[config.mk]
export PLATFORM = sky130hd
export DESIGN_NAME = att_serial_rx
export DESIGN_NICKNAME = d
export VERILOG_FILES = /design/src/rtl/att_serial_rx.sv
export SDC_FILE = /design/constraint.sdc
export NUM_CORES = 1
export LEC_CHECK = 0
export BUFFER_PORTS_ARGS = -buffer_cell sky130_fd_sc_hd__buf_2
export CAP_MARGIN = 20
export CORE_MARGIN = 4
export CORE_UTILIZATION = 50
export CTS_CLUSTER_DIAMETER = 200
export DETAILED_ROUTE_END_ITERATION = 10
export HOLD_SLACK_MARGIN = 0.05
export MAX_ROUTING_LAYER = met4
export PLACE_DENSITY = 0.74
export SLEW_MARGIN = 20
export SYNTH_ARGS = -nofsm -noshare
export SYNTH_HDL_FRONTEND = slang
export SYNTH_SLANG_ARGS = --single-unit
[constraint.sdc]
create_clock -name clock -period 1.55 [get_ports clock]
set_input_delay 0.155 -clock clock [delete_from_list [all_inputs] [get_ports clock]]
set_output_delay 0.155 -clock clock [all_outputs]
set_load 0.01 [all_outputs]
[src/rtl/att_serial_rx.sv]
// Attenuator 3-wire (CLK/DAT/EN) receiver: 6-bit MSB-first frames latched by EN.
// In: clock, reset(n), CLK, DAT, EN. Out: att_word/att_db/half_db, valid, frame_err, frame_cnt.
module att_serial_rx #(
  parameter int unsigned TIMEOUT = 1023
) (
  input  logic       clock,
  input  logic       reset,
  input  logic       CLK,
  input  logic       DAT,
  input  logic       EN,
  output logic [5:0] att_word,
  output logic [4:0] att_db,
  output logic       half_db,
  output logic       valid,
  output logic       frame_err,
  output logic [7:0] frame_cnt
);

  typedef enum logic [1:0] {
    IDLE,
    SHIFT,
    OVER
  } state_t;

  localparam logic [9:0] TMO_LAST = 10'(TIMEOUT - 1);

  state_t      state_q, state_d;
  logic [2:0]  csync_q, csync_d;
  logic [1:0]  dsync_q, dsync_d;
  logic [2:0]  esync_q, esync_d;
  logic [5:0]  shift_q, shift_d;
  logic [2:0]  cnt_q, cnt_d;
  logic [9:0]  tmo_q, tmo_d;
  logic [5:0]  att_q, att_d;
  logic        valid_q, valid_d;
  logic        err_q, err_d;
  logic [7:0]  fcnt_q, fcnt_d;

  logic clk_rise;
  logic en_rise;
  logic dat_s;
  logic timeout;

  // Stage [1] is the synchronized value, [2] its previous-cycle copy.
  assign clk_rise = csync_q[1] & ~csync_q[2];
  assign en_rise  = esync_q[1] & ~esync_q[2];
  assign dat_s    = dsync_q[1];

  // Counter is 1 in the cycle after a rise, so it reads k at k cycles.
  assign timeout = (state_q != IDLE) && !clk_rise
                && (tmo_q == TMO_LAST);

  always_comb begin
    csync_d = {csync_q[1:0], CLK};
    dsync_d = {dsync_q[0], DAT};
    esync_d = {esync_q[1:0], EN};
    state_d = state_q;
    shift_d = shift_q;
    cnt_d   = cnt_q;
    tmo_d   = tmo_q;
    att_d   = att_q;
    valid_d = 1'b0;
    err_d   = 1'b0;
    fcnt_d  = fcnt_q;

    if (clk_rise) begin
      shift_d = {shift_q[4:0], dat_s};
      cnt_d   = (cnt_q == 3'd7) ? 3'd7 : cnt_q + 3'd1;
      tmo_d   = 10'd1;
    end else if (state_q != IDLE) begin
      tmo_d = tmo_q + 10'd1;
    end

    // Acceptance uses the count/data already updated by a same-cycle shift.
    if (en_rise) begin
      if (cnt_d == 3'd6) begin
        att_d   = shift_d;
        valid_d = 1'b1;
        fcnt_d  = fcnt_q + 8'd1;
      end else begin
        err_d = 1'b1;
      end
      cnt_d = 3'd0;
    end else if (timeout) begin
      err_d = 1'b1;
      cnt_d = 3'd0;
    end

    unique case (1'b1)
      (cnt_d == 3'd0): state_d = IDLE;
      (cnt_d == 3'd7): state_d = OVER;
      default:         state_d = SHIFT;
    endcase

    if (state_d == IDLE) tmo_d = 10'd0;
  end

  always_ff @(posedge clock) begin
    if (!reset) begin
      state_q <= IDLE;
      csync_q <= 3'd0;
      dsync_q <= 2'd0;
      esync_q <= 3'd0;
      shift_q <= 6'd0;
      cnt_q   <= 3'd0;
      tmo_q   <= 10'd0;
      att_q   <= 6'h3F;
      valid_q <= 1'b0;
      err_q   <= 1'b0;
      fcnt_q  <= 8'd0;
    end else begin
      state_q <= state_d;
      csync_q <= csync_d;
      dsync_q <= dsync_d;
      esync_q <= esync_d;
      shift_q <= shift_d;
      cnt_q   <= cnt_d;
      tmo_q   <= tmo_d;
      att_q   <= att_d;
      valid_q <= valid_d;
      err_q   <= err_d;
      fcnt_q  <= fcnt_d;
    end
  end

  assign att_word  = att_q;
  assign att_db    = att_q[5:1];
  assign half_db   = att_q[0];
  assign valid     = valid_q;
  assign frame_err = err_q;
  assign frame_cnt = fcnt_q;

endmodule
Word level (Yosys, flattened, before mapping)
Index checks and enable logic that the tools add are counted.
{"block": "op_classes", "order_cmp": 0, "bitwise": 5, "reduce_logical": 11, "add_sub_neg": 3, "eq_ne": 4, "shifts": 0, "multipliers": 0, "n_div": 0, "mux": 12}
{"op": "3-bit two-way mux", "n": 4}
{"op": "10-bit by 1-bit adder with 10-bit output (second input constant)", "n": 1}
{"op": "10-bit == test (second input constant)", "n": 1}
{"op": "3-bit == test (second input constant)", "n": 3}
{"op": "8-bit by 1-bit adder with 8-bit output (second input constant)", "n": 1}
{"op": "1-bit two-way mux", "n": 6}
{"op": "6-bit two-way mux", "n": 1}
{"op": "2-bit case mux with 2 select lines", "n": 1}
{"op": "2-bit AND reduction", "n": 2}
{"op": "2-bit nonzero test", "n": 2}
{"op": "3-bit by 1-bit adder with 3-bit output (second input constant)", "n": 1}
{"op": "3-bit zero test", "n": 1}
{"op": "1-bit NOT", "n": 3}
{"op": "3-bit OR reduction", "n": 1}
{"op": "1-bit bitwise AND", "n": 2}
{"op": "1-bit logical AND", "n": 2}
{"op": "2-bit zero test", "n": 1}
{"op": "2-bit OR reduction", "n": 1}
{"op": "1-bit zero test", "n": 1}
{"block": "word_totals", "mem_bits_rw": 0, "out_inout_bits": 22, "memories": 0, "register_bits": 45, "mem_bits_ro": 0, "latchBits": 0}

Logic depth before layout (Yosys ltp)
Gate-level depths: netlist of the first run.
{"block": "depth", "depth_word": 11, "depth_mapped": 6, "ltp_nobuf": 5}

Worst setup path after synthesis of the first run
No wires, ideal clock.
{"block": "synth_timing", "path_kind": "register -> register", "startpoint": "reg cnt_q[0]", "endpoint": "reg fcnt_q[3] (netlist: frame_cnt[3])", "t_arrival_ns": 1.583, "setup_ns": 0.072, "period_less_slack_ns": 1.655, "stages_incl_launch_ff": 7, "path_buffers": 1, "t_required_ns": 1.478, "path_slack_ns": -0.105, "path_cell_list": "dfxtp_1 > ha_1 > xnor2_1 > a2bb2oi_2 > buf_2 > nor4_1 > mux2i_1"}
{"block": "synth_between", "elab_chain_cells": 5}
{"item": "start: declaration", "line_no": "32", "text": "logic [2:0] cnt_q, cnt_d;"}
{"item": "start signal: assignment", "line_no": "117", "text": "cnt_q <= cnt_d;"}
{"item": "3-bit by 1-bit adder with 3-bit output or 3-bit == test (tied branches)", "line_no": "68", "text": "cnt_d = (cnt_q == 3'd7) ? 3'd7 : cnt_q + 3'd1;"}
{"item": "3-bit two-way mux", "line_no": "68"}
{"item": "3-bit two-way mux *", "line_no": "66", "text": "if (clk_rise) begin"}
{"item": "3-bit == test *", "line_no": "76", "text": "if (cnt_d == 3'd6) begin"}
{"item": "2-bit AND reduction (no line) *"}
{"item": "end signal: assignment", "line_no": "122", "text": "fcnt_q <= fcnt_d;"}
{"item": "end: declaration", "line_no": "37", "text": "logic [7:0] fcnt_q, fcnt_d;"}
Mark *: on every way between the ends. The rest lies on a longest branch, timed or not.
A chain may end at the register's enable or synchronous reset.

Worst setup path in the final report of the first run
{"block": "layout_timing", "startpoint": "reg cnt_q[0]", "endpoint": "reg fcnt_q[0] (netlist: frame_cnt[0])"}
Same word-level chain as after synthesis.

==> out/metrics.csv, run 1 <==
stage,metric,value,unit
critical_path,worst_setup_path_start_kind,register,
yosys,synth_area_leaders,"dfxtp_1 45%, mux2i_1 6.5%, nor3_1 3.3%",
timing,finClkSkew,0.00755,ns
global_routing,grt_pass1_vias,1585,
timing,min_period_over_period,110,%
min_path,min-delay-start,CLK,
yosys,synth_commonest_cells,"45 x dfxtp_1, 14 x nor2_1, 13 x mux2i_1, 13 x nor3_1, 11 x nand2_1",
route,via_per_inst,5.64,
placed_design,dpl_cell_area,2280,sq um
die,dieArea,5070,sq um
critical_path,cpPeakStageDelay,0.51,ns
final_layout,fin_cells,310,
die,fp.dieH,71.2,um
critical_path,cp.depth,6,
route,routedWlPerCell,16.2,um
critical_path,endpoint,frame_cnt[0],
critical_path,path_class,register to register,
yosys,synth_cell_type_count,38,
yosys,yosys.area.top_type,dfxtp_1,
placed_design,place_inst,289,
timing,timing.fmax,584,MHz
placed_design,hpwl,2740,um
min_path,hp-class,primary input to register,
yosys,synthCells,215,
critical_path,crit_buf_inv,2,
critical_path,crit_chain,"buf_6, nand3b_1, buf_6, a2bb2oi_4, or4_4, a21oi_2",
yosys,avgSynthCellArea,9.28,sq um
route,drc,0,
final_layout,seqCellArea,907,sq um
die,die_x,71.2,um
power_and_ir_drop,design_power_total,2.26,mW
critical_path,crit_start,cnt_q[0],
clock_network,cts.clk_slew.worst_paths,0.08,ns
critical_path,rr_endpoint,frame_cnt[0],
critical_path,cp_max_fo,5,
power_and_ir_drop,leakagePower,1.13,nW
yosys,synth_top_area_share,45.1,%
power_and_ir_drop,power_density,821,nW/um^2
final_layout,drive_above_1_share,34.7,%
timing,fin_hold_ws,0.0548,ns
timing,hold_viol_final,0,
route,antenna_left,0,
final_layout,syn_to_final_growth,37.6,%
critical_path,critical_path.top_delay_family,simple AND/OR/NAND/NOR gates,
yosys,syn_nets,224,
power_and_ir_drop,clkPwrFrac,41.4,%
timing,rsz0062_at_grt,true,
placed_design,place_congestion,0.821,
final_layout,fillers,272,
critical_path,required,1.80,ns
timing,fin_tns_setup,-1.01,ns
global_routing,grt_overflow,0,
run_status,run_status,"complete, but fails checks",
clock_network,clock-sinks,45,
clock_network,cts_buffers,5,
yosys,synth-edff-count,0,
placed_design,io_buffer_count,26,
die,rows,22,
yosys,synth-async-reset-ratio,0,%
yosys,yosysWarnings,0,
timing,tightest_slew,0.437,ns
timing,maxSlewHeadroom,70.8,%
critical_path,slowest_stage,or4_4,
global_routing,grt_usage,18.9,%
critical_path,cpMostUsedCell,buf_6,
yosys,synth_flop_cell,dfxtp_1,
route,routed_wl,5010,um
yosys,synth_most_common_cell,dfxtp_1,
critical_path,worstSetupEndpointType,register,
power_and_ir_drop,swShare,22.1,%
yosys,synth_seq_cells,45,
global_routing,grt_max_degree,21,
placed_design,post-place-ws,-0.341,ns
route,vias,1749,
run_status,violations,setup timing,
global_routing,antenna_found_initial,0,
clock_network,cts_buffer_depth,2,
critical_path,r2r_slack,-0.16,ns
clock_network,clk-insertion-delay-late,0.31,ns
clock_network,htreeDepth,2,
power_and_ir_drop,intPower,1.76,mW
die,io_pins,27,
die,core,3770,sq um
route,firstDrtPassIters,4,
power_and_ir_drop,p_switching,0.500,mW
timing,fin_crit,1.71,ns
timing,drv_slew,0,
clock_network,cts_tree,done,
final_layout,finalNetCount,270,
run,maxCapViolations,0,
final_layout,final_area,2750,sq um
clock_network,cts_root_buffer,clkbuf_8,
die,start_util,52.9,%
critical_path,r2r_cells,6,
power_and_ir_drop,power.share.sequential,52.2,%
final_layout,postLayoutCoreUtil,72.8,%
final_layout,antennaDiodeCount,0,
yosys,netlist_area,2000,sq um
timing,layout_setup_ws,-0.163,ns
timing,setup_viol,10,
route,drt_iter0_drc,130,
final_layout,multiInputGateArea,1240,sq um
critical_path,reg2reg_from,cnt_q[0],
power_and_ir_drop,peakVddDrop,0.688,mV
critical_path,arrival,1.96,ns
global_routing,grt_pass1_wl,7360,um
power_and_ir_drop,p_comb_share,6.4,%
yosys,seq_area_frac_synth,45.1,%
cell type report:
type                    instances  area share, %
clock buffers                   6           3.01
inverters                      11           1.50
clock inverters                 2           1.37
repair buffers                 54           13.6
well taps                      48           2.19
multi-input cells             144           45.3
flip-flops and latches         45           33.0
per-layer routing:
metal | part of all wire [%] | track usage (%) | up-vias
met2 | 51 | 28.7 | 49
met1 | 41 | 23.7 | 838
met4 | 2.8 | 6.68 | 0
li1 | - | - | 851
met3 | 4.7 | 5.68 | 11
met5 | 0 | - | -
placed cells by master, fill, tap and decap left out, types with 3 or more instances in the layout:
master	n
dfxtp_1	40
buf_2	27
buf_4	19
nor2_1	14
mux2i_1	12
nor3_1	11
nand2_1	11
inv_1	10
o211ai_1	8
and2_1	8
nand2b_1	7
xnor2_1	6
nor4_4	6
clkbuf_8	6
nand3_1	5
or4_1	5
dfxtp_2	5
buf_6	5
nand4_1	3
xor2_1	3
a21oi_1	3
a2bb2oi_4	3
a21o_1	3
or4_4	3
ha_1	3
power groups by stage:
stage	sequential [mW]	clock, mW	combinational [mW]
after floorplan	1.20	0	0.0682
after global placement	1.20	0	0.106
after detailed placement	1.20	0	0.108
after CTS	1.18	0.934	0.123
after global routing	1.18	1.01	0.156
final	1.18	0.933	0.145
worst min-delay path by stage:
stage / endpoint / slack [ns] / cells past startpoint
floorplan: csync_q[0] / 0.28 / 1
global placement: dsync_q[0] / 0.36 / 2
detailed placement: esync_q[0] / 0.36 / 2
CTS: esync_q[0] / 0.05 / 2
global route: csync_q[0] / 0.05 / 2
finish: csync_q[0] / 0.05 / 2
cell families after synthesis:
kind of cell,after synthesis,synth area share (%)
XOR/XNOR,10,4.39
AO/OA/AOI/OAI,27,9.91
flip-flops,45,45.1
buffers and inverters,29,7.15
adder cells (fa/ha/maj),4,2.51
AND/OR/NAND/NOR,86,23.8
multiplexers,14,7.08
registers in the layout (all words and copies together), names as in the netlist, 2 cells and up:
name	cells
esync_q	3
att_word	6
frame_cnt	8
cnt_q	3
dsync_q	2
csync_q	3
shift_q	6
tmo_q	10
state_q	2
worst register-to-register path, cell delays in order (launching register included):
cell	delay (ns)
dfxtp_2	0.38
buf_6	0.12
nand3b_1	0.12
buf_6	0.17
a2bb2oi_4	0.18
or4_4	0.51
a21oi_2	0.16
repair_timing:
item / in CTS / in global routing
hold buffers: 1 / 1
endpoints found under the setup margin: 27 / 31
hold endpoints to repair: 1 / 1
resized for setup: 18 / 21
gates cloned: 2 / 2
setup buffers: 4 / 3
pin swaps: 1 / 1
(Power assumes the default switching activity.)
==> run 2: changes to the inputs <==
- ABC_CLOCK_PERIOD_IN_PS: not set -> 1800
- CORE_MARGIN: 4 -> not set
- PLACE_DENSITY: 0.74 -> 0.71
- clock period: 1.55 -> 1.8 ns (I/O delays scaled with it)
==> run 2 against run 1 <==
  * The flow now finishes without violations
  * Clock power down 32%
  * Global-route usage up 0.77 points
  * Via count down 11%
  * Sequential cell count unchanged
  * First-iteration DRC count down 69%
  * Worst setup slack better by 0.26 ns
  * Cell count down 7.1%
  * Power down 23%
  * Wire length down 27%
==> out/metrics.csv, run 2 (same netlist as run 1, synthesis figures left out) <==
stage,metric,value,unit,change
final_layout,finalNetCount,248,,was 270
clock_network,clock-sinks,45,,unchanged
route,drc,0,,unchanged
global_routing,grt_overflow,0,,unchanged
min_path,hp-class,primary input to register,,unchanged
timing,min_period_over_period,94.9,%,was 110%
critical_path,reg2reg_from,cnt_q[1],,was cnt_q[0]
timing,rsz0062_at_grt,false,,was true
final_layout,antennaDiodeCount,0,,unchanged
final_layout,syn_to_final_growth,14.0,%,was 37.6%
die,dieArea,4250,sq um,was 5070 sq um
placed_design,hpwl,2450,um,was 2740 um
run,maxCapViolations,0,,unchanged
die,core,3740,sq um,was 3770 sq um
timing,fin_tns_setup,0,ns,was -1.01 ns
final_layout,top_register,tmo_q,,unchanged
route,routedWlPerCell,12.6,um,was 16.2 um
route,drt_iter0_drc,40,,was 130
timing,finClkSkew,0.00366,ns,was 0.00755 ns
clock_network,clk-insertion-delay-late,0.30,ns,was 0.31 ns
timing,drv_slew,0,,unchanged
placed_design,place_inst,280,,was 289
clock_network,cts_root_buffer,clkbuf_8,,unchanged
die,die_x,65.2,um,was 71.2 um
clock_network,cts-hold-fix-buffers,0,,was 1
min_path,hold_depth,2,,unchanged
power_and_ir_drop,peakVddDrop,0.562,mV,was 0.688 mV
run_status,run_status,"complete, no violations",,"was complete, but fails checks"
global_routing,antenna_found_initial,0,,unchanged
power_and_ir_drop,leakagePower,0.897,nW,was 1.13 nW
final_layout,fin_cells,288,,was 310
power_and_ir_drop,power.share.sequential,58.5,%,was 52.2%
timing,maxSlewHeadroom,28.4,%,was 70.8%
min_path,hold_end,dsync_q[0],,was csync_q[0]
final_layout,drive_above_1_share,19.6,%,was 34.7%
min_path,min-delay-start,DAT,,was CLK
critical_path,required,2.03,ns,was 1.80 ns
timing,fin_crit,1.71,ns,about the same
critical_path,r2r_slack,0.09,ns,was -0.16 ns
final_layout,mostFrequentLayoutCells,"45 x dfxtp_1, 26 x buf_2, 14 x nor2_1, 13 x nor3_1, 13 x mux2i_1",,"was 40 x dfxtp_1, 27 x buf_2, 19 x buf_4, 14 x nor2_1, 12 x mux2i_1"
final_layout,final_common_cell,dfxtp_1,,unchanged
placed_design,place_congestion,0.752,,was 0.821
route,firstDrtPassIters,4,,unchanged
final_layout,largest_register_ffs,10,,unchanged
critical_path,cp_max_fo,20,,was 5
critical_path,r2r_cells,6,,unchanged
die,rows,22,,unchanged
route,routed_wl,3640,um,was 5010 um
clock_network,cts_tree,done,,unchanged
power_and_ir_drop,intPower,1.31,mW,was 1.76 mW
placed_design,io_buffer_count,26,,unchanged
die,io_pins,27,,unchanged
clock_network,htreeDepth,2,,unchanged
final_layout,final_area,2280,sq um,was 2750 sq um
placed_design,dpl_cell_area,2160,sq um,was 2280 sq um
global_routing,grt_max_degree,24,,was 21
die,fp.dieH,65.2,um,was 71.2 um
route,via_per_inst,5.41,,was 5.64
global_routing,grt_usage,19.7,%,was 18.9%
critical_path,path_class,register to register,,unchanged
clock_network,cts_buffer_depth,2,,unchanged
clock_network,cts_buffers,5,,unchanged
critical_path,worstSetupEndpointType,register,,unchanged
power_and_ir_drop,power_density,760,nW/um^2,was 821 nW/um^2
critical_path,arrival,1.94,ns,was 1.96 ns
timing,hold_viol_final,0,,unchanged
die,start_util,53.3,%,was 52.9%
power_and_ir_drop,clkPwrFrac,36.7,%,was 41.4%
global_routing,grt_pass1_wl,6090,um,was 7360 um
critical_path,worst_setup_path_start_kind,register,,unchanged
critical_path,rr_endpoint,att_word[0],,was frame_cnt[0]
route,antenna_left,0,,unchanged
power_and_ir_drop,p_switching,0.418,mW,was 0.500 mW
global_routing,grt_pass1_vias,1396,,was 1585
timing,tightest_slew,1.07,ns,was 0.437 ns
timing,timing.fmax,586,MHz,was 584 MHz
clock_network,cts.clk_slew.worst_paths,0.09,ns,was 0.08 ns
power_and_ir_drop,p_comb_share,4.8,%,was 6.4%
timing,setup_viol,0,,was 10
power_and_ir_drop,swShare,24.2,%,was 22.1%
route,vias,1559,,was 1749
==> run 2: cell count changes in the layout (fill, tap and decap cells not counted), sizes merged <==
cell         before  now
clkbuf            6    5
a2bb2oi           4    1
clkinvlp          1    3
bufinv            1    0
buf              52   35
dlygate4sd3       2    0
==> run 2: final cells by class <==
type | instances | area [sq um]
fillers | 348 | 1470
repair buffers | 35 | 210
multi-input cells | 141 | 972
inverters | 11 | 41.3
flip-flops and latches | 45 | 901
clock buffers | 5 | 68.8
clock inverters | 3 | 22.5
well taps | 48 | 60.1
==> run 2: worst max-delay path by stage <==
stage             start            to  cells past startpoint
2_1_floorplan  cnt_q[0]  frame_cnt[3]                      6
3_3_place_gp   cnt_q[1]   att_word[4]                      5
3_5_place_dp   cnt_q[1]   att_word[1]                      5
4_1_cts        cnt_q[0]  frame_cnt[0]                      5
5_1_grt        cnt_q[1]   att_word[5]                      6
6_report       cnt_q[1]   att_word[0]                      6
==> run 2: power by group through the flow <==
| stage | combinational (mW) | sequential (mW) | clock, mW |
|---|---|---|---|
| floorplan | 0.0559 | 1.03 | 0 |
| global placement | 0.0820 | 1.03 | 0 |
| detailed placement | 0.0825 | 1.03 | 0 |
| CTS | 0.0837 | 1.01 | 0.650 |
| global route | 0.0923 | 1.01 | 0.695 |
| finish | 0.0834 | 1.01 | 0.634 |
==> run 2: timing repair <==
action                     4_1_cts  5_1_grt
buffers inserted                 0        0
setup endpoints to repair        6        4
resized for setup                1        2
==> run 2: worst max-delay path: stages, from the launching register on <==
cell      delay, ns
dfxtp_1        0.34
ha_2           0.32
a21o_1         0.09
mux2i_1        0.11
buf_12         0.18
or4_1          0.49
o211ai_1       0.11
==> run 2: metrics by stage <==
step | hold slack, ns | utilization [%] | worst slack (ns) | power, mW
global route | 0.0728 | 60.8 | 0.00923 | 1.80
floorplan | 0.307 | - | 0.145 | 1.09
finish | 0.0736 | 60.8 | 0.0923 | 1.73
CTS | 0.0701 | 60.6 | 0.0972 | 1.75
global placement | 0.387 | 57.8 | 0.0640 | 1.12
detailed placement | 0.392 | 57.8 | 0.0118 | 1.12
==> run 2: layer usage <==
layer	global-route usage, %	vias up	share of wire, %
met4	14.9	0	3.5
met5	-	-	0
met3	4.17	11	3.0
li1	-	812	-
met2	30.0	26	44
met1	22.5	710	49
==> run 3: changes to the inputs <==
- CORE_UTILIZATION: 50 -> 35
- PLACE_DENSITY: 0.71 -> not set
==> run 3 against run 2 <==
  * Sequential cell count unchanged
  * Via count increased by 0.13%
  * Utilization decreased by 18 points
  * Register-to-register slack about the same
  * Largest cell class unchanged
==> out/metrics.csv, run 3 (same netlist as run 1, synthesis figures left out) <==
stage,metric,value,unit,change
critical_path,reg2reg_from,cnt_q[1],,unchanged
timing,min_period_over_period,94.2,%,was 94.9%
critical_path,r2r_slack,0.10,ns,was 0.09 ns
route,routed_wl,3790,um,was 3640 um
critical_path,worst_setup_path_start_kind,register,,unchanged
power_and_ir_drop,leakagePower,0.921,nW,was 0.897 nW
critical_path,worstSetupEndpointType,register,,unchanged
clock_network,clock-sinks,45,,unchanged
clock_network,cts_buffer_depth,2,,unchanged
clock_network,htreeDepth,2,,unchanged
timing,tightest_slew,0.726,ns,was 1.07 ns
power_and_ir_drop,power.share.sequential,50.9,%,was 58.5%
critical_path,path_class,register to register,,unchanged
die,io_pins,27,,unchanged
timing,fin_hold_ws,0.0780,ns,was 0.0736 ns
final_layout,syn_to_final_growth,18.8,%,was 14.0%
placed_design,io_buffer_count,26,,unchanged
timing,rsz0062_at_grt,false,,unchanged
final_layout,antennaDiodeCount,0,,unchanged
die,rows,27,,was 22
power_and_ir_drop,intPower,1.59,mW,was 1.31 mW
min_path,hold_depth,2,,unchanged
power_and_ir_drop,power_density,838,nW/um^2,was 760 nW/um^2
route,drc,0,,unchanged
critical_path,arrival,1.92,ns,was 1.94 ns
final_layout,postLayoutCoreUtil,43.1,%,was 60.8%
die,fp.dieH,77.5,um,was 65.2 um
final_layout,mostFrequentLayoutCells,"44 x dfxtp_1, 26 x buf_2, 14 x nor2_1, 13 x nor3_1, 13 x mux2i_1",,"was 45 x dfxtp_1, 26 x buf_2, 14 x nor2_1, 13 x nor3_1, 13 x mux2i_1"
timing,finClkSkew,0.00828,ns,was 0.00366 ns
placed_design,place_congestion,0.749,,was 0.752
route,firstDrtPassIters,4,,unchanged
critical_path,r2r_cells,6,,unchanged
critical_path,cp_max_fo,7,,was 20
power_and_ir_drop,p_switching,0.396,mW,was 0.418 mW
power_and_ir_drop,p_comb_share,4.3,%,was 4.8%
global_routing,grt_max_degree,27,,was 24
clock_network,cts.clk_slew.worst_paths,0.09,ns,about the same
timing,fin_crit,1.70,ns,was 1.71 ns
power_and_ir_drop,swShare,19.9,%,was 24.2%
timing,drv_slew,0,,unchanged
final_layout,finalNetCount,251,,was 248
route,routedWlPerCell,12.0,um,was 12.6 um
die,dieArea,6010,sq um,was 4250 sq um
route,drt_iter0_drc,57,,was 40
min_path,min-delay-start,DAT,,unchanged
clock_network,clk-insertion-delay-late,0.30,ns,about the same
power_and_ir_drop,design_power_total,1.99,mW,was 1.73 mW
global_routing,gr-usage-met1,17.1,%,was 22.5%
route,antenna_left,0,,unchanged
die,die_x,77.5,um,was 65.2 um
timing,setup_viol,0,,unchanged
final_layout,fin_cells,315,,was 288
route,via_per_inst,4.96,,was 5.41
critical_path,rr_endpoint,att_word[4],,was att_word[0]
global_routing,grt_overflow,0,,unchanged
timing,hold_viol_final,0,,unchanged
timing,maxSlewHeadroom,51.3,%,was 28.4%
final_layout,largest_register_ffs,10,,unchanged
final_layout,final_common_cell,dfxtp_1,,unchanged
global_routing,grt_util_met3,3.53,%,was 4.17%
clock_network,cts_buffers,5,,unchanged
run,maxCapViolations,0,,unchanged
die,start_util,36.2,%,was 53.3%
final_layout,top_register,tmo_q,,unchanged
placed_design,place_inst,306,,was 280
clock_network,post-cts-setup-buffer-count,0,,unchanged
run_status,run_status,"complete, no violations",,unchanged
global_routing,grt_pass1_wl,6330,um,was 6090 um
power_and_ir_drop,peakVddDrop,0.440,mV,was 0.562 mV
global_routing,grt_usage,13.9,%,was 19.7%
route,vias,1561,,was 1559
clock_network,cts_root_buffer,clkbuf_8,,unchanged
global_routing,grt_pass1_vias,1384,,was 1396
global_routing,met2_usage,21.5,%,was 30.0%
die,core,5510,sq um,was 3740 sq um
global_routing,antenna_found_initial,0,,unchanged
critical_path,required,2.02,ns,was 2.03 ns
final_layout,drive_above_1_share,22.2,%,was 19.6%
power_and_ir_drop,clkPwrFrac,44.8,%,was 36.7%
global_routing,top_usage_layer,met2,,unchanged
min_path,hold_end,dsync_q[0],,unchanged
min_path,hp-class,primary input to register,,unchanged
placed_design,hpwl,2580,um,was 2450 um
clock_network,cts_tree,done,,unchanged
timing,timing.fmax,589,MHz,was 586 MHz
## run 3: metrics by stage
step	TNS (ns)	setup WS (ns)	cell area (sq um)
final	0	0.104	2370
after global routing	0	0.0247	2370
after floorplan	0	0.145	2000
after global placement	0	0.0364	2200
after CTS	0	0.0810	2350
after detailed placement	-0.138	-0.0304	2200
## run 3: area by class of cell
class | count | area [sq um]
Clock buffer | 5 | 68.8
Clock inverter | 3 | 65.1
Fill cell | 549 | 3140
Inverter | 11 | 41.3
Multi-Input combinational cell | 142 | 991
Sequential cell | 45 | 902
Tap cell | 72 | 90.1
Timing Repair Buffer | 37 | 213
## run 3: critical path, cell delays in order, from the launching register on
cell      delay (ns)
dfxtp_2         0.35
ha_2            0.32
a21o_1          0.10
mux2i_1         0.09
buf_4           0.17
or4_1           0.49
o211ai_1        0.11
## run 3: repair_timing
item | CTS | global route
gates cloned | 0 | 1
hold buffers | 0 | 0
gates resized for setup | 1 | 4
pin swaps | 0 | 1
setup endpoints to repair | 7 | 8
## run 3: worst max-delay path by stage
stage | start | endpoint | slack [ns] | cells after the start
floorplan | cnt_q[0] | frame_cnt[3] | 0.14 | 6
global placement | cnt_q[1] | att_word[5] | 0.04 | 6
detailed placement | cnt_q[1] | att_word[2] | -0.03 | 6
CTS | cnt_q[1] | att_word[4] | 0.08 | 6
global route | cnt_q[1] | att_word[4] | 0.02 | 6
finish | cnt_q[1] | att_word[4] | 0.10 | 6
## run 3: layer usage
metal  part of all wire, %  vias up
met5                     0        -
met4                   2.0        0
met3                   2.8        6
met2                    45       19
met1                    50      731
li1                      -      805
## run 3: power by group through the flow
stage               sequential (mW)  clock [mW]  combinational, mW
floorplan                      1.03           0             0.0559
global placement               1.03           0             0.0827
detailed placement             1.03           0             0.0839
CTS                            1.01       0.908             0.0845
global route                   1.01       0.969             0.0942
finish                         1.01       0.891             0.0846
